File: config.mk
export PLATFORM = sky130hd
export DESIGN_NAME = mult_rr_arbiter
export DESIGN_NICKNAME = d
export VERILOG_FILES = /design/src/rtl/mult_rr_arbiter.sv
export SDC_FILE = /design/constraint.sdc
export NUM_CORES = 1
export LEC_CHECK = 0
export ABC_CLOCK_PERIOD_IN_PS = 5900
export CAP_MARGIN = 20
export CORE_UTILIZATION = 33
export CTS_BUF_LIST = sky130_fd_sc_hd__clkbuf_8 sky130_fd_sc_hd__clkbuf_16
export CTS_CLUSTER_DIAMETER = 150
export DETAILED_ROUTE_END_ITERATION = 16
export HOLD_SLACK_MARGIN = 0.03
export PLACE_DENSITY = 0.78
export SETUP_SLACK_MARGIN = 0.5
export SLEW_MARGIN = 20
export SYNTH_ARGS = -nofsm -noshare
export SYNTH_HDL_FRONTEND = slang
export SYNTH_SLANG_ARGS = --single-unit
File: constraint.sdc
create_clock -name clk -period 5.9 [get_ports clk]
set_input_delay 1.18 -clock clk [delete_from_list [all_inputs] [get_ports clk]]
set_output_delay 1.18 -clock clk [all_outputs]
set_load 0.02 [all_outputs]
File: src/rtl/mult_rr_arbiter.sv
// Round-robin front end for a shared pipelined multiplier: picks one requester
// per cycle, issues its operands, tracks ids alongside the multiplier latency
// and returns the product tagged with the requester id.
module mult_rr_arbiter #(
  parameter  int WIDTH       = 8,
  parameter  int NUM_REQ     = 4,
  parameter  int MUL_LATENCY = 5,
  localparam int ID_W        = (NUM_REQ > 2) ? $clog2(NUM_REQ) : 1,
  localparam int CNT_W       = $clog2(MUL_LATENCY + 3)
) (
  input  logic                       clk,
  input  logic                       reset,
  input  logic                       enable,
  input  logic [NUM_REQ-1:0]         req_valid,
  input  logic [NUM_REQ*WIDTH-1:0]   req_a,
  input  logic [NUM_REQ*WIDTH-1:0]   req_b,
  output logic [NUM_REQ-1:0]         req_ready,
  output logic [WIDTH-1:0]           mul_a,
  output logic [WIDTH-1:0]           mul_b,
  input  logic [2*WIDTH-1:0]         mul_product,
  output logic                       rsp_valid,
  output logic [ID_W-1:0]            rsp_id,
  output logic [2*WIDTH-1:0]         rsp_product,
  output logic                       idle
);

  // Requester index (base + off) wrapped into 0..NUM_REQ-1.
  function automatic logic [ID_W-1:0] wrap_idx(input int base, input int off);
    int s;
    s = base + off;
    if (s >= NUM_REQ) s = s - NUM_REQ;
    return ID_W'(s);
  endfunction

  logic [ID_W-1:0]  rr_ptr;
  logic             accept;
  logic [ID_W-1:0]  grant_id;
  logic [CNT_W-1:0] inflight_cnt;

  logic             tag_vld_p [0:MUL_LATENCY];
  logic [ID_W-1:0]  tag_id_p  [0:MUL_LATENCY];

  // Round-robin search from rr_ptr upward; the first valid requester wins.
  always_comb begin
    logic [ID_W-1:0] idx;
    req_ready = '0;
    accept    = 1'b0;
    grant_id  = '0;
    idx       = '0;
    if (enable && !reset) begin
      for (int k = 0; k < NUM_REQ; k++) begin
        idx = wrap_idx(int'(rr_ptr), k);
        if (!accept && req_valid[idx]) begin
          accept   = 1'b1;
          grant_id = idx;
        end
      end
      if (accept) req_ready[grant_id] = 1'b1;
    end
  end

  // Pointer moves just past the winner, and only on a grant.
  always_ff @(posedge clk) begin
    if (reset) rr_ptr <= '0;
    else if (accept) rr_ptr <= wrap_idx(int'(grant_id), 1);
  end

  // ---- stage p0: issue the granted operands to the multiplier ----
  // Operand registers hold their last value between issues.
  always_ff @(posedge clk) begin
    if (reset) begin
      mul_a <= '0;
      mul_b <= '0;
    end else if (accept) begin
      mul_a <= req_a[int'(grant_id)*WIDTH +: WIDTH];
      mul_b <= req_b[int'(grant_id)*WIDTH +: WIDTH];
    end
  end

  // ---- stages p0..pL: tag travels beside the multiplier pipeline ----
  // Valid bits shift every cycle; a bubble enters when nothing is issued.
  always_ff @(posedge clk) begin
    if (reset) begin
      for (int i = 0; i <= MUL_LATENCY; i++) tag_vld_p[i] <= 1'b0;
    end else begin
      tag_vld_p[0] <= accept;
      for (int i = 1; i <= MUL_LATENCY; i++) tag_vld_p[i] <= tag_vld_p[i-1];
    end
  end

  // Ids shift unconditionally; they only matter where the valid bit is set.
  always_ff @(posedge clk) begin
    tag_id_p[0] <= grant_id;
    for (int i = 1; i <= MUL_LATENCY; i++) tag_id_p[i] <= tag_id_p[i-1];
  end

  // ---- response stage: tag tail lines up with mul_product ----
  // Response id/product hold between pulses.
  always_ff @(posedge clk) begin
    if (reset) begin
      rsp_valid   <= 1'b0;
      rsp_id      <= '0;
      rsp_product <= '0;
    end else begin
      rsp_valid <= tag_vld_p[MUL_LATENCY];
      if (tag_vld_p[MUL_LATENCY]) begin
        rsp_id      <= tag_id_p[MUL_LATENCY];
        rsp_product <= mul_product;
      end
    end
  end

  // In-flight count: accepted but not yet answered.
  always_ff @(posedge clk) begin
    if (reset) inflight_cnt <= '0;
    else begin
      case ({accept, rsp_valid})
        2'b10:   inflight_cnt <= inflight_cnt + CNT_W'(1);
        2'b01:   inflight_cnt <= inflight_cnt - CNT_W'(1);
        default: inflight_cnt <= inflight_cnt;
      endcase
    end
  end

  assign idle = (inflight_cnt == '0);

endmodule
After elaboration in Yosys (flattened, before gate mapping)
Memory sizes are Yosys's and may differ from the RTL's. A register that Yosys moved wholly into a read port is not among the register bits.
Cells that the tools add are included.
Cells by class
  bitwise gates (word level): 6
  eq/ne operators: 2
  shift operators: 2
  reductions and logical operators: 11
  divide/modulo/power cells: 0
  $mul: 0
  $add $sub $neg: 11
  muxes and demuxes: 46
  magnitude comparators: 11
Operator list (number)
  variable part select 32 x 6 -> 8 bit: 2
  2-to-1 mux 2 bit: 15
  2-to-1 mux 1 bit: 23
  less-than comparator 2 x 3 -> 1 bit, second input constant: 5
  >= comparator 3 bit, second input constant: 4
  subtractor 2 x 1 -> 2 bit, second input constant: 5
  binary-select mux 1 bit (select 2 bit): 4
  2-to-1 mux 4 bit: 2
  adder 2 x 1 -> 3 bit, second input constant: 2
  adder 2 x 2 -> 3 bit, second input constant: 2
  bitwise OR 1 bit: 6
  one-hot mux 3 bit (2 select lines): 1
  logical AND 1 bit: 5
  zero test 1 bit: 4
  adder 3 x 1 -> 3 bit, second input constant: 1
  >= comparator 2 x 3 -> 1 bit, second input constant: 1
  zero test 3 bit: 1
  subtractor 3 x 1 -> 3 bit, second input constant: 1
  demux 1 bit (select 2 bit): 1
  == test 2 x 1 -> 1 bit, second input constant: 1
  == test 2 bit, second input constant: 1
  >= comparator 2 x 1 -> 1 bit, second input constant: 1
  nonzero test 2 bit: 1
Word-level totals
  input bits: 87
  latch bits: 0
  memories: 2
  word-level logic and storage cells: 97
  bits in registers: 38
  ROM bits: 0
  RAM bits: 18
Memory list
  tag_id_p: depth 6, bits a word 2, read ports 6, clocked after memory_dff 1, wr ports 6, RTL line 41  | logic [ID_W-1:0] tag_id_p [0:MUL_LATENCY];
  tag_vld_p: depth 6, bits a word 1, read ports 6, clocked after memory_dff 0, wr ports 6, RTL line 40  | logic tag_vld_p [0:MUL_LATENCY];

Logic depth before layout (Yosys ltp)
  word-level depth: 25
  mapped depth: 12
  gate-level depth less buffers: 10

Worst setup path after synthesis
Ideal clock, no wire load.
  kind: in2out
  start: input req_valid[2]
  end: output req_ready[3]
  path slack: 1.985 ns
  stages: 6
  arrival: 2.735 ns
  cells stage by stage: nor2b_1 -> or4b_4 -> buf_6 -> and2_4 -> buf_6 -> nor3_1
Between the ends
  word-level cells in the longest chain between the ends: 22
  elaborated cells between the ends (all ways): 34
  classes of those cells: 2 x order compare; 25 x mux; 7 x reduce/logical
Ends and longest elaborated chain
  start: declaration: RTL line 14  | input logic [NUM_REQ-1:0] req_valid,
  binary-select mux 1 bit (select 2 bit): RTL line 53  | if (!accept && req_valid[idx]) begin
  2-to-1 mux 1 bit (not written as such): RTL line 53
  2-to-1 mux 1 bit: RTL line 53
  2-to-1 mux 1 bit: RTL line 50  | if (enable && !reset) begin
  zero test 1 bit: RTL line 53
  logical AND 1 bit: RTL line 53
  2-to-1 mux 1 bit: RTL line 53
  2-to-1 mux 1 bit: RTL line 50
  [6 not listed]
  2-to-1 mux 2 bit: RTL line 53
  2-to-1 mux 2 bit: RTL line 50
  less-than comparator 2 x 3 -> 1 bit (not written as such) / >= comparator 2 x 1 -> 1 bit (equally long branches): RTL line 58  | if (accept) req_ready[grant_id] = 1'b1;
  logical AND 1 bit (not written as such): RTL line 58
  2-to-1 mux 1 bit (not written as such): RTL line 58
  demux 1 bit (select 2 bit): RTL line 58
  2-to-1 mux 4 bit (*): RTL line 58
  2-to-1 mux 4 bit (*): RTL line 50
  end: declaration: RTL line 17  | output logic [NUM_REQ-1:0] req_ready,
Every way passes the cells marked *; elsewhere a longest branch is shown, timed or not. The select of a mux whose other input is x is not followed.

Final worst setup path
  start: input req_valid[1]
  end: output req_ready[3]
The elaborated chain is that of the path after synthesis.

==> run metrics <==
fraction of layout cells with a size suffix above 1 9.31%; Setup Fix Bufs, Post-CTS 0; Routed wire per std cell 14.6 microns; number of nets at the end of the flow 492; mean number of vias per cell 5.10; flops & latches, synth 58; placement row count 32; HPWL after DPL approximately 5.7 mm; Fmax 191 MHz; slowest CP cell or4_1; ratio of final minimum period to clock period 89.0%; number of buffers added on ports 126; reg-to-reg slack, setup between 3 and 4 ns; launch point of the worst reg-to-reg path rr_ptr[1]; area fraction of the dominant cell type after synthesis 43.7%; Synth Area in Adders 1.23%; type of origin of the critical path input pin; post-synthesis async set-or-reset flop share 0%; number of antenna repair diodes 0; total DRC errors in the routed layout 0; terminating pin of the worst hold path tag_id_p[5][1]; library cell appearing most often on the critical path clkdlybuf4s50_1; maximum clock path buffer count 2; number of different library cells in the post-synthesis netlist 37; Core Region 0.00777 sq mm; setup repair after global routing missed its margin no; wire length of the first global-routing pass 11.4 mm; first-pass iteration count of the detailed router 4; Worst Max-Slew Pin Slew between 1 and 1.5 ns; Chip Height ~90 microns; run status completed; Max Cap Viol 0; main area contributors after synthesis dfxtp_1, mux2i_1, a311oi_2, and3_1, a21boi_0; most used standard cells in the synthesized netlist dfxtp_1, nor2_1, a21oi_1, mux2i_1, o21ai_0; crit path cell chain clkdlybuf4s50_1 > nor2_2 > or4_1 > buf_4 > and2_4 > nor3_1 > clkdlybuf4s50_1; All-Layer GR Usage between 10% and 20%; number of cells on the worst reg-to-reg path 5; cell area after technology mapping 0.00266 sq mm; width of the chip 91.7 microns; dominant combinational cell family by area after synthesis compound AO/OA/AOI/OAI gates; xor and xnor area share after synthesis 0.660%; fin. max-slew vios 0; Final Setup Violations 0; Primary FF master, synth dfxtp_1; Area Growth Syn to Fin 57.2%; total via count in the routed design 2602; final hold violation count 0; setup clock skew after layout around 0.0051 ns; clock tree sinks 58; cell at the root of the clock tree clkbuf_8; top cell type by total area after synthesis dfxtp_1; remaining global-route overflow 0; sequential-to-total area share from yosys stat 43.7%; critical path's largest stage delay 0.78 ns; Min-Delay Startpoint tag_id_p[4][1]; most used standard cell by instance count after synthesis dfxtp_1; Yosys warning total 0; die area 0.00841 sq mm; nature of the critical path endpoint output pin; family of cells with the greatest summed delay on the critical path buffers and inverters; power per cell area 237 mW/mm^2; number of nets in the synthesized netlist 374; later-pin clock latency in the skew report 0.33 ns; count of fill cells added during filler insertion 717; initial core utilization 34.2%; destination of the worst register-to-register timing path mul_b[0]; worst hold slack 0.326 ns; Post-Synthesis Cells 285; initial antenna violation count 0; clock period minus final worst setup slack 5.25 ns; synthesized-area fraction occupied by ao, oa, aoi and oai cells 24.6%; First DRT Iteration DRCs 97; clock tree from TritonCTS yes; number of antenna-violating nets in the routed design 0; worst vdd ir approximately 0.09 mV; highest fanout seen on the critical path 20; crit path kind input pin to output pin; Syn Area/Cell 9.32 sq um; Critical Path RT between 4 and 5 ns; Crit path arrival time 4.07 ns; routability congestion estimate 0.835; CTS clock-pin slew for the worst setup and hold paths around 0.060 ns; via count of the first global-routing pass 2382; H-tree lvl count 3; CP Buf/Inv Count 3; EDFF count, synth 0; share of synthesized cell area in and, or, nand and nor gates approximately 17%; mux share of post-synthesis cell area 7.16%; number of primary I/O pins 127; number of gates given a new drive strength after cts 0; Fin Setup TNS 0 ns; count of hold-fix buffers inserted at cts 0; worst min-delay path category register to register; number of buffers created by CTS 9; maximum number of pins on one net before global-route repair 35; max-slew headroom at the worst pin 32.2%; post-detailed-routing wire length 7.46 mm; static leakage 0.00148 uW; cell depth of the worst hold path 0
[cell families (layout without fill, tap and decap cells)]
kind of cell	count (synthesis)	count (layout)
muxes	19	19
AOI/OAI and AO/OA	90	90
xor gates and xnor gates	2	2
buffers and inverters	32	155
and+or+nand+nor	82	82
DFF	58	58
adders and majority gates	2	2
[how the worst max path moves through the flow]
stage	start	endpoint	slack, ns	cells past startpoint
CTS	req_valid[1]	req_ready[3]	0.68	7
detailed placement	req_valid[1]	req_ready[3]	0.70	7
floorplan	req_valid[2]	req_ready[3]	1.99	6
global route	req_valid[1]	req_ready[3]	0.53	7
global placement	req_valid[1]	req_ready[3]	0.73	7
finish	req_valid[1]	req_ready[3]	0.65	7
[per-layer routing]
metal	global-route usage, %	routed length, microns	share of wire, %	up-vias
met3	3.48	552	7.4	20
met1	22.2	3310	44	1184
met4	10.2	240	3.2	0
li1	-	-	-	1274
met5	0	0	0	-
met2	28.3	3360	45	124
[cell usage in the layout, fill, tap and decap left out, drive strengths merged, types with 11 or more instances in the layout]
master	n
clkdlybuf4s50	126
dfxtp	58
nor2	25
a21oi	20
mux2i	19
o21ai	19
and3	17
nand3	16
a31oi	16
a21boi	16
a311oi	16
clkbuf	11
[final cells by class]
type / instances / area, sq um / share of cell area, %
clock buffer: 11 / 151 / 3.63
clock inverter: 5 / 46.3 / 1.11
inverter: 5 / 18.8 / 0.450
multi-input combinational: 195 / 1350 / 32.3
sequential: 58 / 1160 / 27.8
tap: 102 / 128 / 3.06
timing repair buffer: 134 / 1320 / 31.7
[metrics by stage]
step	cells	power, uW	setup slack, ns	cell area (sq um)	utilization (%)
2_1_floorplan	285	534	1.99	2660	-
3_3_place_gp	494	636	0.732	3980	51.2
3_5_place_dp	494	640	0.700	3980	51.2
4_1_cts	510	995	0.675	4170	53.7
5_1_grt	510	1030	0.534	4170	53.7
6_report	510	987	0.651	4170	53.7
[state kept, by name, summed over array words and instances, names as in the netlist]
signal and flops:
tag_vld_p 6, tag_id_p 12, rsp_id 2, rsp_valid 1, inflight_cnt 3, rsp_product 16
rr_ptr 2, mul_b 8, mul_a 8
[worst register-to-register path, cell delays in order, from the launching register on]
cell      delay [ns]
dfxtp_1         0.33
or4_1           0.79
buf_4           0.31
and2_4          0.23
a311oi_1        0.31
a31oi_1         0.13
[power breakdown]
part / internal [uW] / switching [uW] / leakage, uW / total, uW
combinational: 112 / 96.8 / 0.000895 / 209
sequential: 412 / 11.2 / 0.000475 / 423
clock: 213 / 143 / 0.000113 / 355
(Power assumes the default switching activity.)
